File: src/rtl/serial_parity_receiver_pkg.sv
// Constants shared by the parity serial link: FSM states, default frame width
// and parity modes. The transmitter uses the same values.
package serial_parity_receiver_pkg;

    typedef enum logic {
        IDLE = 1'b0,
        RECV = 1'b1
    } state_t;

    localparam int DEFAULT_DATA_WIDTH = 7;
    localparam int DEFAULT_ERR_WIDTH  = 8;

    localparam bit PARITY_EVEN = 1'b0;
    localparam bit PARITY_ODD  = 1'b1;

endpackage

File: src/rtl/serial_parity_receiver_sat_counter.sv
// Saturating up-counter. A clear wins over an increment on the same edge,
// and the count holds at all-ones instead of wrapping.
module sat_counter #(
    parameter int ERR_WIDTH = 8
) (
    input  logic                 Clock,
    input  logic                 Resetn,
    input  logic                 inc,
    input  logic                 clr,
    output logic [ERR_WIDTH-1:0] count
);

    always_ff @(posedge Clock) begin
        if (!Resetn || clr) begin
            count <= '0;
        end else if (inc && (count != {ERR_WIDTH{1'b1}})) begin
            count <= count + 1'b1;
        end
    end

endmodule

File: src/rtl/serial_parity_receiver.sv
// Receives LSB-first frames of DATA_WIDTH data bits plus one parity bit,
// presents the word with a one-cycle Valid and counts parity failures.
//
// state | meaning
// IDLE  | waiting for Start; serialInput is ignored
// RECV  | frame in progress; bitCount data bits captured so far
module serial_parity_receiver
    import serial_parity_receiver_pkg::*;
#(
    parameter int DATA_WIDTH = DEFAULT_DATA_WIDTH,
    parameter bit ODD_PARITY = PARITY_EVEN,
    parameter int ERR_WIDTH  = DEFAULT_ERR_WIDTH
) (
    input  logic                  Clock,
    input  logic                  Resetn,
    input  logic                  Start,
    input  logic                  serialInput,
    input  logic                  ClearErr,
    output logic [DATA_WIDTH-1:0] data,
    output logic                  Valid,
    output logic                  ParityError,
    output logic                  Busy,
    output logic [2:0]            bitCount,
    output logic [ERR_WIDTH-1:0]  errorCount
);

    localparam logic [2:0] LAST_BIT = 3'(DATA_WIDTH);

    state_t                state;
    logic [DATA_WIDTH-1:0] shift_reg;
    logic                  parity_acc;
    logic                  parity_cycle;
    logic                  parity_bad;

    // The parity bit is on the line when a full word is captured and no new
    // Start is aborting the frame.
    assign parity_cycle = (state == RECV) && !Start && (bitCount == LAST_BIT);
    assign parity_bad   = parity_acc ^ serialInput ^ ODD_PARITY;
    assign Busy         = (state == RECV);

    always_ff @(posedge Clock) begin
        if (!Resetn) begin
            state       <= IDLE;
            shift_reg   <= '0;
            parity_acc  <= 1'b0;
            bitCount    <= '0;
            data        <= '0;
            Valid       <= 1'b0;
            ParityError <= 1'b0;
        end else begin
            Valid       <= 1'b0;
            ParityError <= 1'b0;
            if (Start) begin
                // Start always begins a fresh frame, abandoning any partial one.
                shift_reg  <= {{(DATA_WIDTH-1){1'b0}}, serialInput};
                parity_acc <= serialInput;
                bitCount   <= 3'd1;
                state      <= RECV;
            end else if (state == RECV) begin
                if (bitCount != LAST_BIT) begin
                    shift_reg[bitCount] <= serialInput;
                    parity_acc          <= parity_acc ^ serialInput;
                    bitCount            <= bitCount + 3'd1;
                end else begin
                    data        <= shift_reg;
                    Valid       <= 1'b1;
                    ParityError <= parity_bad;
                    bitCount    <= '0;
                    state       <= IDLE;
                end
            end
        end
    end

    sat_counter #(
        .ERR_WIDTH (ERR_WIDTH)
    ) u_err_count (
        .Clock  (Clock),
        .Resetn (Resetn),
        .inc    (parity_cycle && parity_bad),
        .clr    (ClearErr),
        .count  (errorCount)
    );

endmodule

File: config.mk
export PLATFORM = sky130hd
export DESIGN_NAME = serial_parity_receiver
export DESIGN_NICKNAME = d
export VERILOG_FILES = /design/src/rtl/serial_parity_receiver_pkg.sv /design/src/rtl/serial_parity_receiver_sat_counter.sv /design/src/rtl/serial_parity_receiver.sv
export SDC_FILE = /design/constraint.sdc
export NUM_CORES = 1
export LEC_CHECK = 0
export BUFFER_PORTS_ARGS = -buffer_cell sky130_fd_sc_hd__buf_4
export CELL_PAD_IN_SITES_DETAIL_PLACEMENT = 0
export CELL_PAD_IN_SITES_GLOBAL_PLACEMENT = 2
export CORE_ASPECT_RATIO = 1.75
export CORE_MARGIN = 10
export CORE_UTILIZATION = 37
export CTS_BUF_LIST = sky130_fd_sc_hd__clkbuf_8
export DETAILED_ROUTE_END_ITERATION = 8
export PLACE_DENSITY_LB_ADDON = 0.1
export SYNTH_ARGS = -nofsm -noshare
export SYNTH_HDL_FRONTEND = slang
export SYNTH_SLANG_ARGS = --single-unit
File: constraint.sdc
create_clock -name Clock -period 2.9 [get_ports Clock]
set_clock_uncertainty 0.1 [all_clocks]
set_input_delay 0.58 -clock Clock [delete_from_list [all_inputs] [get_ports Clock]]
set_output_delay 0.58 -clock Clock [all_outputs]
set_load 0.1 [all_outputs]
==> flow_summary.yaml, run 1 <==
place:
  preCtsSetupSlack_ns: 0.504
  place.gp.congestion: 0.743
  portBuffers: 25
  dp_hpwl_mm: 2.36
worst_setup_path:
  crit_type: "reg2reg"
  crit_required_ns: 3.02
  reg2reg_depth: 6
  critPathMaxFanout: 10
  cp-start-kind: "flop"
  worstPathArrival_ns: 2.50
  critPathCaptureType: "flop"
sta:
  setup_tns_ns: 0
  relSlewSlack_pct: 69.5
  rsz0062_at_grt: "no"
  hold_viol: 0
  period_share_pct: 82.2
  fmax_mhz: 419
  setup_slack_ns: 0.515
  max_slew.worst_pin.slew_ns: 0.457
  setup_viol: 0
  final_max_slew_viol_count: 0
  final.min_clock_period_ns: 2.38
final_layout:
  diodes: 0
  syn_to_final_growth_pct: 26.2
  finalNetCount: 178
  drive_gt1_share_pct: 21.8
  multiInputGateArea_um2: 696
  ff_latch_area_um2: 581
  largest_reg_flops: 8
  filler_cell_count: 350
logic_synthesis:
  synth-main-ff-cell: "dfxtp_1"
  synthCells: 143
  synth-xor-area-share_pct: 3.22
  yosys_register_bits: 29
  ys_seq_area_share_pct: 44.0
  synth_area_um2: 1320
  synthSimpleGateAreaFrac_pct: 26.4
  yosysWarnings: 0
  synth_edf_count: 0
  synth_cell_types: 36
  async_flop_share_pct: 0
  syn_nets: 152
  syn_avg_cell_area_um2: 9.23
  synth_compound_area_share_pct: 12.5
  synthAdderAreaFrac_pct: 3.79
  synth_top_family_by_area: "simple AND/OR/NAND/NOR gates"
  synth.area.mux_share_pct: 6.82
clock_network:
  clockBufferDepth: 2
  cts_resized: 0
  cts_tree: "done"
  ctsHtreeMaxLevel: 2
  cts-root-buf: "clkbuf_8"
  insertion_delay_ns: 0.28
  cts_buffers: 5
  clkSlewWorstSetupHoldPaths_ns: 0.07
  cts_hold_buf: 0
  postCtsSetupBuffers: 0
  cts_sinks: 29
pwr:
  ir_drop_mv: 0.451
  p_per_area_nw_per_um2: 583
  leakage_uw: 0.000683
route:
  drc: 0
  ant_nets: 0
  post_drt_wl_per_cell_um: 14.4
  vias: 1078
  vias_per_cell: 5.01
  drt_first_pass_iters: 4
  drt_wl_total_mm: 3.10
  drt_iter0_markers: 14
global_routing:
  gr-usage-met3_pct: 4.08
  use_met2_pct: 17.8
  grtUsageTotal_pct: 9.74
  grt_antenna_before_repair: 0
  gr-total-overflow: 0
  grt_max_degree: 15
  grt_pass1_wl_mm: 4.86
  grt_busiest_layer: "met2"
  use_met1_pct: 8.10
  grt_pass1_vias: 1054
floorplanning:
  fp.dieArea_um2: 6450
  ios: 26
  die_height_um: 99.0
  die_w_um: 65.2
  start_util_pct: 38.8
  core_um2: 3400
  num_rows: 28
job:
  drv_cap: 0
run_status:
  status: "complete, no violations"
min_path:
  holdPathStages: 2
  min_path_type: "reg2reg"
## worst max-delay path, stage by stage, from the launching register on
cell and delay (ns):
dfxtp_1 0.49, ha_1 0.24, ha_1 0.23, and3b_1 0.44, o211ai_4 0.19, or4_1 0.49
a21oi_1 0.15
## stage by stage
step | utilization, % | cell area [um^2] | instances | hold WS (ns) | total power, uW
detailed placement | 45.1 | 1530 | 207 | 0.361 | 482
CTS | 49.0 | 1670 | 215 | 0.370 | 982
floorplan | - | 1320 | 143 | 0.340 | 467
finish | 49.0 | 1670 | 215 | 0.366 | 971
global route | 49.0 | 1670 | 215 | 0.392 | 1000
global placement | 45.1 | 1530 | 207 | 0.353 | 482
## kinds of logic after synthesis
family | Yosys count
xor+xnor | 4
compound gates | 22
fa+ha+maj | 4
buf+inv | 9
mux | 9
flops | 29
simple gates | 66
## cell type report
type / count / share of cell area, %
clock buffers: 5 / 4.13
clock inverters: 3 / 3.91
inverters: 3 / 0.676
multi-input cells: 105 / 41.8
flip-flops and latches: 29 / 34.9
well taps: 45 / 3.38
repair buffers: 25 / 11.3
## synthesized netlist by cell type (3+ instances only)
master,number,area [um^2]
dfxtp_1,29,581
nand2_1,18,67.6
nor2_1,11,41.3
mux2i_1,9,90.1
a21boi_0,8,60.1
nand3_1,6,30.0
nand3b_1,6,45.0
a21oi_1,4,20.0
ha_1,4,50.1
nor2b_1,4,25.0
nor3_1,4,20.0
clkbuf_1,3,11.3
inv_1,3,11.3
nand2b_1,3,18.8
nor3b_1,3,22.5
## power by group
part           internal [uW]  switching, uW
clock network            341            157
registers                403           7.49
logic                   21.9           40.7
## final timing paths
check,startpoint,to,slack (ns)
max,bitCount[1],u_err_count.count[5],0.52
min,data[1],data[1],0.37
max reg2reg,bitCount[1],u_err_count.count[5],0.52
min reg2reg,data[1],data[1],0.37
## routing by layer
layer | vias to the layer above | wire, um
li1 | 548 | -
met1 | 505 | 1120
met4 | 0 | 80
met2 | 19 | 1720
met5 | - | 0
met3 | 6 | 180
## placed cells by master, fill, tap and decap left out, types with 2 or more instances in the layout
| cell | instances |
|---|---|
| nor2_1 | 11 |
| bufinv_16 | 2 |
| nand2b_1 | 3 |
| nand3_1 | 6 |
| nor4_1 | 2 |
| ha_1 | 4 |
| inv_1 | 3 |
| nor3_1 | 4 |
| o21a_1 | 2 |
| a21boi_0 | 8 |
| nand4_1 | 2 |
| a21oi_1 | 4 |
| nand2_1 | 18 |
| nand3b_1 | 6 |
| nor3b_1 | 3 |
| or4_1 | 2 |
| xor2_1 | 2 |
| nor2b_1 | 4 |
| buf_4 | 25 |
| o21ai_0 | 2 |
| clkbuf_8 | 5 |
| dfxtp_1 | 29 |
| mux2i_1 | 9 |
(Power assumes the default switching activity.)
==> inputs of run 2 (changes only) <==
ABC_AREA = 1   (was unset)
CORE_UTILIZATION = 31   (was 37)
clock period = 2.38 ns   (was 2.9 ns; I/O delays follow)
==> flow_summary.yaml, run 2 <==
final_layout:
  instances_no_fill: 267
  finalNetCount: 227
  layout_common_cells: "nand2_1, dfxtp_1, buf_4"
  largest_reg_flops: 8
  final_common_cell: "nand2_1"
  diodes: 0
  stdcell_area_um2: 1680
  filler_cell_count: 484
  syn_to_final_growth_pct: 24.2
  drive_gt1_share_pct: 19.3
  ff_latch_area_um2: 583
  multiInputGateArea_um2: 666
logic_synthesis:
  synth_compound_area_share_pct: 11.1
  async_flop_share_pct: 0
  synth_area_um2: 1350
  synth.area.mux_share_pct: 0
  synthTopCellsByArea: "dfxtp_1, nand2_1, a21oi_1, inv_1, nand3_1"
  yosysWarnings: 0
  syn_nets: 196
  synth_edf_count: 0
  synthSimpleGateAreaFrac_pct: 33.8
  yosys_register_bits: 29
  synth_top_family_by_area: "simple AND/OR/NAND/NOR gates"
  ys_seq_area_share_pct: 43.0
  synth_cell_types: 25
  synth-xor-area-share_pct: 0.648
  yosysMostFrequentCell: "nand2_1"
  syn_avg_cell_area_um2: 7.23
  synthTopCellsByCount: "nand2_1, dfxtp_1, a21oi_1"
  synthCells: 187
  yosys.area.top_type: "dfxtp_1"
  synth-main-ff-cell: "dfxtp_1"
  synthAdderAreaFrac_pct: 3.70
  netlist.area_leader.share_pct: 43.0
run_status:
  status: "complete, no violations"
global_routing:
  grt_antenna_before_repair: 0
  grt_max_degree: 12
  use_met1_pct: 7.56
  gr-usage-met3_pct: 2.31
  grt_busiest_layer: "met2"
  grt_pass1_vias: 1198
  grt_pass1_wl_mm: 5.64
  use_met2_pct: 19.2
  grtUsageTotal_pct: 9.21
  gr-total-overflow: 0
place:
  dp_hpwl_mm: 2.89
  place.gp.congestion: 0.791
  dpl_cell_area_um2: 1590
  portBuffers: 25
  dp.cells: 260
route:
  ant_nets: 0
  vias_per_cell: 4.79
  post_drt_wl_per_cell_um: 13.4
  drc: 0
  drt_wl_total_mm: 3.59
  drt_first_pass_iters: 4
  drt_iter0_markers: 35
  vias: 1278
worst_setup_path:
  worstPathArrival_ns: 1.85
  crit_chain: "ha_1, ha_1, nand3_4, nor2_4, nand2_2, nor2_1, nor3_2"
  cp.depth: 7
  critPathCaptureType: "flop"
  max_stage_delay_ns: 0.41
  cp_common_cell: "ha_1"
  crit_end: "u_err_count.count[6]"
  startpoint: "bitCount[0]"
  reg2reg_depth: 7
  regToRegSetupSlack_ns: 0.60
  rr_endpoint: "u_err_count.count[6]"
  path_buf_inv: 0
  reg2reg_from: "bitCount[0]"
  critPathMaxFanout: 11
  crit_type: "reg2reg"
  cp_slowest_cell: "dfxtp_2"
  cp-start-kind: "flop"
  crit_required_ns: 2.45
  critPathTopFamily: "simple AND/OR/NAND/NOR gates"
clock_network:
  cts_tree: "done"
  clockBufferDepth: 2
  cts_hold_buf: 0
  cts_buffers: 5
  cts_resized: 0
  postCtsSetupBuffers: 0
  cts_sinks: 29
  cts-root-buf: "clkbuf_8"
  clkSlewWorstSetupHoldPaths_ns: 0.06
  ctsHtreeMaxLevel: 2
  insertion_delay_ns: 0.27
sta:
  setup_tns_ns: 0
  fmax_mhz: 563
  period_share_pct: 74.7
  final.min_clock_period_ns: 1.78
  setup_viol: 0
  max_slew.worst_pin.slew_ns: 0.336
  hold_viol: 0
  relSlewSlack_pct: 77.5
  final_max_slew_viol_count: 0
  rsz0062_at_grt: "no"
floorplanning:
  die_w_um: 69.9
  fp.dieArea_um2: 7500
  ios: 26
  start_util_pct: 32.3
  num_rows: 31
  core_um2: 4190
  die_height_um: 107
min_path:
  min_path_type: "reg2reg"
pwr:
  p_per_area_nw_per_um2: 588
  leakage_uw: 0.000696
  ir_drop_mv: 0.388
job:
  drv_cap: 0
[run 2: cell types whose count changed after synthesis, sizes merged, moves of 4 or more]
cell | previous run | this run
o21ai | 2 | 6
nand3b | 6 | 2
nand3 | 6 | 15
nand2 | 18 | 53
nor2 | 11 | 19
inv | 3 | 21
a21oi | 4 | 21
mux2i | 9 | 0
nor2b | 4 | 0
a21boi | 8 | 0
[run 2: final cells by class]
type	instances	share of cell area, %
Clock buffer	6	4.92
Multi-Input combinational cell	133	39.7
Timing Repair Buffer	26	11.6
Clock inverter	1	0.224
Sequential cell	29	34.8
Tap cell	49	3.65
Inverter	23	5.15
[run 2: metal layers]
layer	part of all wire (%)	wire [um]	vias to the layer above
met2	58	2080	20
li1	-	-	669
met4	1.9	67	0
met3	3.2	113	5
met1	37	1330	584
met5	0	0	-
[run 2: worst min path at each step]
stage,endpoint,from,cells after the start
5_1_grt,bitCount[0],Resetn,2
6_report,data[1],shift_reg[1],2
2_1_floorplan,shift_reg[1],shift_reg[1],2
3_3_place_gp,data[1],shift_reg[1],2
3_5_place_dp,data[1],shift_reg[1],2
4_1_cts,data[1],shift_reg[1],2
[run 2: cell families after synthesis]
kind of cell / Yosys count
buffers and inverters: 25
adder cells (fa/ha/maj): 4
AND/OR/NAND/NOR: 99
XOR/XNOR: 1
flip-flops: 29
AO/OA/AOI/OAI: 29
[run 2: report_power, final]
group	internal, uW	switching, uW
Clock	224	172
Sequential	493	10.5
Combinational	21.7	64.7
Total	739	247
[run 2: worst min-delay path, cell delays in order, from the launching register on]
cell and delay (ns):
dfxtp_1 0.29, inv_1 0.06, a21oi_1 0.05
[run 2: metrics by stage]
stage                     hold slack [ns]  setup slack, ns  power (uW)  utilization (%)
after global placement              0.340            0.628         601             38.0
after global routing                0.378            0.439        1030             40.1
after CTS                           0.359            0.589        1010             40.1
after detailed placement            0.349            0.594         602             38.0
after floorplan                     0.329            0.141         574                -
final                               0.351            0.603         986             40.1
